===== src/rtl/ahb2apb_bridge_v2.sv =====
// ahb2apb_bridge_v2 - single-clock AHB-Lite to APB4 bridge.
//
// Converts one AHB-Lite transfer at a time into an APB SETUP/ACCESS
// sequence towards one of SLV_NUM slaves. The slave is selected by
// haddr[PADDR_WIDTH +: SEL_W]. Decode errors (idx >= SLV_NUM) and slave
// errors (PSLVERR) come back as a two-cycle AHB ERROR response.
//
// Optional build macro: AHB2APB_TIMEOUT_EN
//   Defined   - ACCESS is aborted with an ERROR response once the selected
//               slave has held pready low for TIMEOUT_CYCLES cycles.
//   Undefined - ACCESS waits for pready indefinitely.
//
// Ports
//   hclk, hreset            clock, synchronous active-high reset
//   haddr, htrans, hwrite,  AHB address phase
//   hsize, hsel, hready_i
//   hwdata, hwstrb          AHB write data phase
//   hready_o, hresp_o,      AHB response
//   hrdata_o
//   paddr, psel, penable,   APB request (psel is one-hot)
//   pwrite, pwdata, pstrb
//   pready_i, pslverr_i,    APB per-slave response, prdata_i is flattened:
//   prdata_i                slave k at [k*DATA_WIDTH +: DATA_WIDTH]
//
// state  | meaning
// IDLE   | waiting for an accepted transfer, hready_o=1
// WDATA  | write accepted, capture AHB write data and strobes
// SETUP  | APB setup phase, psel high, penable low
// ACCESS | APB access phase, waiting for the slave's pready
// RESP   | OKAY completion, hready_o=1, may accept the next transfer
// ERR1   | first ERROR cycle, hready_o=0
// ERR2   | second ERROR cycle, hready_o=1, nothing accepted here

module ahb2apb_bridge_v2 #(
  parameter int HADDR_WIDTH    = 32,
  parameter int PADDR_WIDTH    = 16,
  parameter int DATA_WIDTH     = 32,
  parameter int SLV_NUM        = 5,
  parameter int TIMEOUT_CYCLES = 256
) (
  input  logic                             hclk,
  input  logic                             hreset,
  input  logic [HADDR_WIDTH-1:0]           haddr,
  input  logic [1:0]                       htrans,
  input  logic                             hwrite,
  input  logic [2:0]                       hsize,
  input  logic [DATA_WIDTH-1:0]            hwdata,
  input  logic [DATA_WIDTH/8-1:0]          hwstrb,
  input  logic                             hsel,
  input  logic                             hready_i,
  output logic                             hready_o,
  output logic                             hresp_o,
  output logic [DATA_WIDTH-1:0]            hrdata_o,
  output logic [PADDR_WIDTH-1:0]           paddr,
  output logic [SLV_NUM-1:0]               psel,
  output logic                             penable,
  output logic                             pwrite,
  output logic [DATA_WIDTH-1:0]            pwdata,
  output logic [DATA_WIDTH/8-1:0]          pstrb,
  input  logic [SLV_NUM-1:0]               pready_i,
  input  logic [SLV_NUM-1:0]               pslverr_i,
  input  logic [SLV_NUM*DATA_WIDTH-1:0]    prdata_i
);

  localparam int SEL_W  = (SLV_NUM > 1) ? $clog2(SLV_NUM) : 1;
  localparam int STRB_W = DATA_WIDTH / 8;

  localparam logic [2:0] S_IDLE   = 3'd0;
  localparam logic [2:0] S_WDATA  = 3'd1;
  localparam logic [2:0] S_SETUP  = 3'd2;
  localparam logic [2:0] S_ACCESS = 3'd3;
  localparam logic [2:0] S_RESP   = 3'd4;
  localparam logic [2:0] S_ERR1   = 3'd5;
  localparam logic [2:0] S_ERR2   = 3'd6;

  logic [2:0]             state;
  logic [HADDR_WIDTH-1:0] haddr_q;
  logic [2:0]             hsize_q;
  logic                   hwrite_q;
  logic [SEL_W-1:0]       idx;

  logic                   accept;
  logic [SEL_W-1:0]       idx_in;
  logic                   dec_err_in;
  logic [SEL_W-1:0]       setup_idx;
  logic [SLV_NUM-1:0]     setup_onehot;
  logic                   sel_ready;
  logic                   sel_err;
  logic [DATA_WIDTH-1:0]  sel_rdata;

`ifdef AHB2APB_TIMEOUT_EN
  localparam int TMO_W = (TIMEOUT_CYCLES > 1) ? $clog2(TIMEOUT_CYCLES) : 1;
  logic [TMO_W-1:0] tmo_cnt;
`endif

  always_comb begin
    hready_o = (state == S_IDLE) || (state == S_RESP) || (state == S_ERR2);
    hresp_o  = (state == S_ERR1) || (state == S_ERR2);
  end

  // ERR2 shows hready_o=1 but the master is obliged to cancel, so it is
  // excluded from acceptance explicitly.
  assign accept     = hsel & hready_i & htrans[1] & hready_o & (state != S_ERR2);
  assign idx_in     = haddr[PADDR_WIDTH +: SEL_W];
  assign dec_err_in = (32'(idx_in) >= 32'(SLV_NUM));

  // Reads enter SETUP straight from the accept edge, before idx is registered.
  assign setup_idx = (state == S_WDATA) ? idx : idx_in;

  always_comb begin
    setup_onehot = '0;
    sel_ready    = 1'b0;
    sel_err      = 1'b0;
    sel_rdata    = '0;
    for (int k = 0; k < SLV_NUM; k++) begin
      if (32'(setup_idx) == k) setup_onehot[k] = 1'b1;
      if (32'(idx) == k) begin
        sel_ready = pready_i[k];
        sel_err   = pslverr_i[k];
        sel_rdata = prdata_i[k*DATA_WIDTH +: DATA_WIDTH];
      end
    end
  end

  always_ff @(posedge hclk) begin
    if (hreset) begin
      state    <= S_IDLE;
      haddr_q  <= '0;
      hsize_q  <= '0;
      hwrite_q <= 1'b0;
      idx      <= '0;
      hrdata_o <= '0;
      paddr    <= '0;
      psel     <= '0;
      penable  <= 1'b0;
      pwrite   <= 1'b0;
      pwdata   <= '0;
      pstrb    <= '0;
`ifdef AHB2APB_TIMEOUT_EN
      tmo_cnt  <= '0;
`endif
    end else begin
      case (state)
        S_IDLE, S_RESP: begin
          if (accept) begin
            haddr_q  <= haddr;
            hsize_q  <= hsize;
            hwrite_q <= hwrite;
            idx      <= idx_in;
            if (dec_err_in) begin
              state <= S_ERR1;
            end else if (hwrite) begin
              state <= S_WDATA;
            end else begin
              state  <= S_SETUP;
              paddr  <= haddr[PADDR_WIDTH-1:0];
              pwrite <= 1'b0;
              pstrb  <= '0;
              psel   <= setup_onehot;
            end
          end else begin
            state <= S_IDLE;
          end
        end
        S_WDATA: begin
          state  <= S_SETUP;
          paddr  <= haddr_q[PADDR_WIDTH-1:0];
          pwrite <= 1'b1;
          pwdata <= hwdata;
          pstrb  <= hwstrb;
          psel   <= setup_onehot;
        end
        S_SETUP: begin
          state   <= S_ACCESS;
          penable <= 1'b1;
`ifdef AHB2APB_TIMEOUT_EN
          tmo_cnt <= TMO_W'(TIMEOUT_CYCLES - 1);
`endif
        end
        S_ACCESS: begin
          // A ready in the last allowed cycle still completes normally.
          if (sel_ready) begin
            psel    <= '0;
            penable <= 1'b0;
            if (sel_err) begin
              state <= S_ERR1;
            end else begin
              state <= S_RESP;
              if (!hwrite_q) hrdata_o <= sel_rdata;
            end
          end
`ifdef AHB2APB_TIMEOUT_EN
          else if (tmo_cnt == '0) begin
            psel    <= '0;
            penable <= 1'b0;
            state   <= S_ERR1;
          end else begin
            tmo_cnt <= tmo_cnt - 1'b1;
          end
`endif
        end
        S_ERR1:  state <= S_ERR2;
        S_ERR2:  state <= S_IDLE;
        default: state <= S_IDLE;
      endcase
    end
  end

endmodule


===== config.mk =====
export PLATFORM = sky130hd
export DESIGN_NAME = ahb2apb_bridge_v2
export DESIGN_NICKNAME = d
export VERILOG_FILES = /design/src/rtl/ahb2apb_bridge_v2.sv
export SDC_FILE = /design/constraint.sdc
export NUM_CORES = 1
export LEC_CHECK = 0
export BUFFER_PORTS_ARGS = -buffer_cell sky130_fd_sc_hd__buf_2
export CAP_MARGIN = 20
export CORE_MARGIN = 2
export CORE_UTILIZATION = 31
export DETAILED_ROUTE_END_ITERATION = 6
export SYNTH_ARGS = -nofsm -noshare
export SYNTH_HDL_FRONTEND = slang
export SYNTH_SLANG_ARGS = --single-unit

===== constraint.sdc =====
create_clock -name hclk -period 2.6 [get_ports hclk]
set_input_delay 0 -clock hclk [delete_from_list [all_inputs] [get_ports hclk]]
set_output_delay 0 -clock hclk [all_outputs]
set_load 0.01 [all_outputs]

==> results.toml, run 1 <==
[run_status]
status = "finished clean"

[clocking]
cts_sinks = 114
cts_root_buffer = "clkbuf_16"
clock_latency_ns = 0.41
cts_buffers = 17
cts.clk_slew.worst_paths_ns = 0.06
postCtsSetupBuffers = 0
cts_tree = "built"
htreeDepth = 4
clk_path_buf_depth = 2

[place]
place_hpwl_um = 15400
gp_congestion = 0.832
portBuffers = 323
dp_cells = 1261

[sta]
min_period_over_period = 0.865
grt_setup_unrepaired = "false"
final-hold-violation-count = 0
setup_tns_ns = 0
fmax_mhz = 445
timing_worst_slew_pin_value_ns = 0.874
setup-violations-final = 0
drv_slew = 0
relSlewSlack = 0.417
min_period_ns = 2.25
whs_ns = 0.187
skew_ns = 0.00988

[setup_path]
critPathMaxFanout = 32
start_kind = "flip-flop"
worstPathArrival_ns = 2.54
path_class = "reg2reg"
required_ns = 2.89
cp-end-kind = "flip-flop"

[routing]
drt_iter0_markers = 291
detail_route.vias_per_cell = 5.10
wl_per_cell_um = 16.8
drtAntennaViolNets = 0
drt-total-wl_um = 22600
vias = 6875
drt-pass1-iter-count = 4
drc_errors = 0

[synth]
synth_seq_cells = 114
synth.most_common_cell = "nand2_1"
netlist_area_sq_um = 6030
yosysTopAreaCell = "dfxtp_1"
syn_inst = 731
synth_commonest_cells = "138 x nand2_1, 114 x dfxtp_1, 59 x clkbuf_1"
synth_cell_types = 42
yosys.area.top_type_share = 0.378
yosys_most_used_dff = "dfxtp_1"
synthesis.nets = 979
synth_top_cells_by_area = "dfxtp_1 38%, nand2_1 8.6%, mux2i_1 7.0%, mux2_2 6.3%, a221o_1 5.3%"
synth_seq_area_share = 0.378
syn_area_per_cell_sq_um = 8.25
synth_warnings = 0
synth_edf_count = 0
synthArstFlopShare = 0

[global_route]
grt_max_degree = 83
grt_pass1_vias = 6504
grt_antenna_before_repair = 4
grt_use_total = 0.211
grt_overflow = 0
grt_pass1_wl_um = 34200

[power_and_ir_drop]
p_leak_nw = 3.85
design_power_total_mw = 5.17
p_per_area_nw_per_um2 = 574
peakVddDrop_v = 0.000393

[min_path]
hold_class = "in2reg"

[final_layout]
drive_gt1_frac = 0.389
multi_input_area_sq_um = 3410
fin_cells = 1348
utilization = 0.468
regArea_sq_um = 2290
fin_nets = 1319
syn_to_final_growth_pct = 49.4
fillers = 1948

[floorplan]
die-area_sq_um = 20600
ios = 341
num_rows = 51
initial_core_util = 0.313
dieWidth_um = 143
die_y_um = 143
coreArea_sq_um = 19300

[flow_run]
max_cap_violations = 0
-- registers in the layout (all words and copies together), names as in the netlist --
| signal | flops |
|---|---|
| haddr_q | 16 |
| pwrite | 1 |
| paddr | 16 |
| hwrite_q | 1 |
| psel | 5 |
| idx | 3 |
| hrdata_o | 32 |
| penable | 1 |
| state | 3 |
| pwdata | 32 |
| pstrb | 4 |
-- layer usage --
metal	GRT usage	share of wire
met3	0.0656	0.087
met4	0.0774	0.021
met1	0.245	0.41
met5	0	0.0011
met2	0.364	0.49
-- area by class of cell --
cell class,count,share of cell area
clock buffer,18,0.0487
clock inverter,12,0.0175
inverter,4,0.00167
antenna,1,0.000278
sequential,114,0.254
tap,265,0.0368
timing repair buffer,399,0.262
multi-input combinational,535,0.379
-- logic make-up (layout without fill, tap and decap cells) --
logic type | after synthesis | after routing | synth area share
AND/OR/NAND/NOR | 267 | 267 | 0.200
AO/OA/AOI/OAI | 190 | 190 | 0.225
flip-flops | 114 | 114 | 0.378
buffers and inverters | 82 | 433 | 0.0599
multiplexers | 77 | 77 | 0.136
XOR/XNOR | 1 | 1 | 0.00145
other | 0 | 1 | 0
-- cell usage in the layout, fill, tap and decap left out, types with 4 or more instances in the layout --
cell	instances
nand3b_1	4
o21ai_0	36
clkbuf_16	17
a311oi_1	17
nand2_1	138
buf_2	323
nor2_1	36
dfxtp_1	112
a31o_1	33
mux2i_1	42
a21oi_1	57
dlygate4sd3_1	56
nor4_1	32
a22oi_1	4
nand2b_1	4
a221o_1	32
mux2_2	34
buf_4	17
nand3_1	34
clkinvlp_4	4
-- what timing repair did --
action                                 in CTS  in global routing
hold buffers                               56                  0
resized for setup                           0                  0
endpoints found under the hold margin      72                  0
-- where the power goes --
group          switching, mW  total [mW]  leakage [nW]  internal (mW)
sequential            0.0477        1.87         0.924           1.82
clock                  0.860        2.39         0.281           1.53
combinational          0.475       0.918          2.64          0.443
total                   1.38        5.17          3.85           3.79
-- critical path, cell delays in order, from the launching register on --
cell and delay [ns]:
dfxtp_1 0.71, nand2b_1 0.33, o21a_1 0.23, nor3_4 0.13, buf_4 0.33, nor2_1 0.07
a311oi_1 0.31
-- stage by stage --
step | instance area (sq um) | setup slack (ns)
6_report | 9010 | 0.351
5_1_grt | 9010 | 0.159
4_1_cts | 9010 | 0.335
3_5_place_dp | 7850 | 0.390
3_3_place_gp | 7850 | 0.482
2_1_floorplan | 6030 | 0.669
-- final timing paths --
check                       to  cells after the start     startpoint  slack (ns)
setup / recovery     paddr[11]                      6       state[0]        0.35
hold / removal    hrdata_o[25]                      5  prdata_i[153]        0.19
setup reg to reg     paddr[11]                      6       state[0]        0.35
hold reg to reg      pwdata[3]                      2      pwdata[3]        0.45
Note: power is estimated with default switching activity, not from simulation.
==> inputs of run 2 (changes only) <==
==> constraint.sdc (replaced) <==
create_clock -name hclk -period 2.6 [get_ports hclk]
set_input_delay 0.26 -clock hclk [delete_from_list [all_inputs] [get_ports hclk]]
set_output_delay 0.26 -clock hclk [all_outputs]
set_load 0.01 [all_outputs]
==> results.toml, run 2 (synthesis gave the netlist of run 1 again) <==
[run_status]
status = "finished clean"

[floorplan]
num_rows = 51
dieWidth_um = 143
initial_core_util = 0.313
coreArea_sq_um = 19300
die_y_um = 143
ios = 341
die-area_sq_um = 20600

[final_layout]
drive_gt1_frac = 0.411
mostFrequentLayoutCells = "323 x buf_2, 138 x nand2_1, 112 x dfxtp_1"
top_regs = "hrdata_o x32, pwdata x32"
multi_input_area_sq_um = 3410
syn_to_final_growth_pct = 40.6
layout_commonest_cell = "buf_2"
fillers = 2013
fin_nets = 1266
regArea_sq_um = 2290

[sta]
drv_slew = 0
grt_setup_unrepaired = "false"
fmax_mhz = 474
timing_worst_slew_pin_value_ns = 0.888
min_period_over_period = 0.811
skew_ns = 0.0175
setup-violations-final = 0
min_period_ns = 2.11
setup_tns_ns = 0
final-hold-violation-count = 0
whs_ns = 0.0711
relSlewSlack = 0.408

[flow_run]
max_cap_violations = 0

[clocking]
htreeDepth = 4
clk_path_buf_depth = 2
cts.clk_slew.worst_paths_ns = 0.06
cts_root_buffer = "clkbuf_16"
cts_tree = "built"
cts_resized = 0
clock_latency_ns = 0.42
cts_buffers = 17
cts_sinks = 114
postCtsSetupBuffers = 0
hold_buffers = 0

[power_and_ir_drop]
p_per_area_nw_per_um2 = 596
peakVddDrop_v = 0.000425
p_leak_nw = 3.63

[global_route]
grt_pass1_vias = 6129
grt_use_total = 0.202
grt_antenna_before_repair = 5
grt_overflow = 0
grt_max_degree = 83
grt_pass1_wl_um = 32600

[routing]
detail_route.vias_per_cell = 5.10
drtAntennaViolNets = 0
drt-total-wl_um = 21600
drc_errors = 0
vias = 6619
wl_per_cell_um = 16.7
drt-pass1-iter-count = 6
drt_iter0_markers = 331

[setup_path]
r2r_start = "idx[1]"
cp_cell_sequence = "buf_12 -> nor2b_4 -> a31o_1 -> or3_1 -> buf_4 -> a31o_1"
path_class = "reg2reg"
start_kind = "flip-flop"
worstPathArrival_ns = 2.41
crit_buf_inv = 2
critPathMaxFanout = 65
required_ns = 2.90
path_delay_family = "buffers and inverters"
cp-end-kind = "flip-flop"
cp-startpoint = "idx[1]"
max_stage_delay_ns = 0.41
worst_path_max_delay_cell = "dfxtp_4"
path_common_cell = "a31o_1"

[place]
portBuffers = 323
gp_congestion = 0.884
place_hpwl_um = 15300

[min_path]
worstHoldStart = "hwdata[19]"
hold_class = "in2reg"
==> run 2: cell types whose count changed in the layout (fill, tap and decap cells not counted), sizes merged <==
cell / previous run / this run
dlygate4sd3: 56 / 0
clkinv: 2 / 4
diode: 1 / 3
buf: 343 / 346
bufinv: 3 / 2
clkinvlp: 4 / 2
clkbuf: 18 / 19
==> run 2: path summary, 6_finish.rpt <==
| path | to | slack (ns) | cells past startpoint |
|---|---|---|---|
| hold reg to reg | hwrite_q | 0.45 | 2 |
| hold / removal | pwdata[19] | 0.07 | 3 |
| setup reg to reg | hrdata_o[11] | 0.49 | 6 |
| setup / recovery | hrdata_o[11] | 0.49 | 6 |
==> run 2: per-stage QoR <==
step                      cell area (sq um)  setup slack [ns]  instances  total power, mW   util
final                                  8480             0.492       1297             5.05  0.440
after global routing                   8480             0.281       1296             5.28  0.440
after CTS                              8470             0.456       1294             5.12  0.440
after detailed placement               7890             0.467       1264             2.76  0.409
after global placement                 7890             0.487       1264             2.76  0.409
after floorplan                        6030             0.669        731             2.37      -
==> run 2: worst register-to-register path, cell delays in order (launching register included) <==
cell and delay [ns]:
dfxtp_4 0.41, buf_12 0.33, nor2b_4 0.10, a31o_1 0.27, or3_1 0.34, buf_4 0.25
a31o_1 0.28
==> run 2: power breakdown <==
part / total [mW] / internal, mW / switching [mW]
clock: 2.33 / 1.46 / 0.870
combinational: 0.854 / 0.393 / 0.461
sequential: 1.86 / 1.82 / 0.0431
total: 5.05 / 3.68 / 1.37
==> run 2: final cells by class <==
| type | instances | share of cell area |
|---|---|---|
| clock inverters | 11 | 0.0152 |
| multi-input cells | 535 | 0.403 |
| well taps | 265 | 0.0391 |
| inverters | 4 | 0.00177 |
| clock buffers | 19 | 0.0536 |
| diodes | 3 | 0.000885 |
| flip-flops and latches | 114 | 0.270 |
| repair buffers | 346 | 0.217 |
==> run 2: layer usage <==
layer | GRT usage | wire length [um] | vias up
li1 | - | - | 3247
met1 | 0.244 | 9030 | 3057
met2 | 0.335 | 10100 | 281
met3 | 0.0696 | 2040 | 30
met4 | 0.0691 | 459 | 4
met5 | 0 | 23 | -
==> inputs of run 3 (changes only) <==
Settings changed: ABC_AREA set to 1.
Clock period 2.6 ns to 1.7 ns, I/O delays scaled along.
==> results.toml, run 3 <==
[power_and_ir_drop]
p_seq_frac = 0.353
p_sw_mw = 2.49
switching_share = 0.302
peakVddDrop_v = 0.000681
p_leak_nw = 4.53
power_frac_comb = 0.206
p_per_area_nw_per_um2 = 909
pwr-share-clk = 0.441
p_int_mw = 5.76

[min_path]
hold_class = "in2reg"
holdPathEnd = "pwdata[3]"
worstHoldPathCells = 3
worstHoldStart = "hwdata[3]"

[global_route]
grt_pass1_vias = 6863
grt_max_degree = 42
grt_overflow = 0
grt_pass1_wl_um = 34800
grt_antenna_before_repair = 12
grt_use_total = 0.223

[synth]
synthMuxAreaShare = 0
yosys_most_used_dff = "dfxtp_1"
synth_warnings = 0
synth-compound-area-share = 0.106
synth.most_common_cell = "nand2_1"
synthXorXnorAreaFrac = 0
synth-adder-area-share = 0
synth_top_cells_by_area = "dfxtp_1 39%, nand2_1 16%, nor2_1 12%, nand4_1 7.8%, a21oi_1 5.1%"
synth_seq_area_share = 0.395
yosysTopAreaCell = "dfxtp_1"
synth_seq_cells = 114
synth_cell_types = 22
syn_inst = 927
synthArstFlopShare = 0
synth_edf_count = 0
synthesis.nets = 1175
syn_area_per_cell_sq_um = 6.23
synth_commonest_cells = "249 x nand2_1, 188 x nor2_1, 114 x dfxtp_1"
netlist_area_sq_um = 5780
synth_top_family_by_area = "simple AND/OR/NAND/NOR gates"
synth-simple-area-share = 0.407
yosys.area.top_type_share = 0.395

[floorplan]
die_y_um = 141
initial_core_util = 0.318
die-area_sq_um = 19800
num_rows = 49
dieWidth_um = 141
coreArea_sq_um = 18100
ios = 341

[setup_path]
path_class = "reg2reg"
rrSetupSlack_ns = 0.03
regToRegEndpoint = "hrdata_o[22]"
cp-end-kind = "flip-flop"
worst-r2r-cell-count = 10
cp-startpoint = "idx[2]"
required_ns = 2.01
r2r_start = "idx[2]"
worstPathArrival_ns = 1.99
critPathMaxFanout = 8
start_kind = "flip-flop"

[final_layout]
fillers = 1927
layout_commonest_cell = "buf_2"
top_regs = "hrdata_o x32, pwdata x32"
drive_gt1_frac = 0.351
fin_nets = 1538
mostFrequentLayoutCells = "323 x buf_2, 245 x nand2_1, 158 x nor2_1"
fin_cells = 1542
syn_to_final_growth_pct = 56.9

[sta]
drv_slew = 0
relSlewSlack = 0.687
skew_ns = 0.0134
timing_worst_slew_pin_value_ns = 0.469
setup_tns_ns = 0
fmax_mhz = 597
setup-violations-final = 0
min_period_over_period = 0.985
final-hold-violation-count = 0
min_period_ns = 1.67
fin_ws_ns = 0.0258
grt_setup_unrepaired = "true"

[clocking]
cts_root_buffer = "clkbuf_16"
cts.clk_slew.worst_paths_ns = 0.06
clock_latency_ns = 0.42
cts_tree = "built"
cts_buffers = 17
cts_sinks = 114
htreeDepth = 4
clk_path_buf_depth = 2

[place]
place_ws_ns = 0.000669
dp_cells = 1454
gp_congestion = 0.883
place_hpwl_um = 16300
portBuffers = 323

[routing]
wl_per_cell_um = 15.0
drc_errors = 0
drt_iter0_markers = 282
drt-total-wl_um = 23200
detail_route.vias_per_cell = 4.72
drtAntennaViolNets = 0
drt-pass1-iter-count = 4
vias = 7276

[run_status]
status = "finished clean"

[flow_run]
max_cap_violations = 0
==> run 3: per-layer routing <==
layer | up-vias | global-route usage | wire length (um)
li1 | 3732 | - | -
met1 | 3215 | 0.258 | 9510
met2 | 278 | 0.375 | 11000
met3 | 49 | 0.0715 | 1920
met4 | 2 | 0.103 | 704
met5 | - | 0 | 13
==> run 3: kinds of logic (layout without fill, tap and decap cells) <==
| group | Yosys count | in the layout |
|---|---|---|
| compound gates | 120 | 120 |
| buf+inv | 135 | 510 |
| simple gates | 558 | 559 |
| other cells | 0 | 10 |
| flops | 114 | 114 |
==> run 3: power groups by stage <==
stage / Combinational, mW / Sequential [mW] / Clock, mW
4_1_cts: 1.66 / 2.91 / 3.72
3_5_place_dp: 1.58 / 2.96 / 0
2_1_floorplan: 0.787 / 3.02 / 0
6_report: 1.70 / 2.91 / 3.64
3_3_place_gp: 1.59 / 2.96 / 0
5_1_grt: 1.90 / 2.93 / 3.87
==> run 3: worst max path at each step <==
stage                    to  slack [ns]
6_report       hrdata_o[22]        0.03
5_1_grt             psel[2]       -0.06
4_1_cts        hrdata_o[17]       0.003
3_5_place_dp   hrdata_o[21]      0.0007
3_3_place_gp   hrdata_o[13]        0.05
2_1_floorplan  hrdata_o[10]        0.15
==> run 3: repair_timing <==
| action | CTS | global route |
|---|---|---|
| endpoints found under the setup margin | 18 | 46 |
| hold endpoints to repair | 33 | 0 |
| pin swaps | 0 | 8 |
| hold buffers | 33 | 0 |
| cloned | 1 | 4 |
| buffers inserted | 3 | 6 |
| resized for setup | 10 | 51 |
==> run 3: final cells by class <==
type,instances,area [sq um],area share
Antenna cell,10,25.0,0.00276
Clock buffer,17,425,0.0469
Clock inverter,15,169,0.0186
Inverter,72,275,0.0304
Multi-Input combinational cell,679,3090,0.341
Sequential cell,114,2290,0.253
Tap cell,229,287,0.0316
Timing Repair Buffer,406,2500,0.276
==> run 3: through the flow <==
step	util	total power [mW]	hold slack, ns	area (sq um)
finish	0.500	8.24	0.0147	9070
global route	0.500	8.69	0.0145	9060
global placement	0.429	4.54	0.420	7790
detailed placement	0.429	4.54	0.425	7790
CTS	0.485	8.29	0.00237	8800
floorplan	-	3.80	0.314	5780
==> run 3: critical path: stages (launching register included) <==
cell and delay [ns]:
dfxtp_4 0.38, inv_2 0.06, buf_4 0.15, nand4_1 0.08, nand4_1 0.16, o21ai_2 0.24, nor2_4 0.07, buf_6 0.13
clkbuf_16 0.17, nor2_2 0.08, nor2_1 0.04
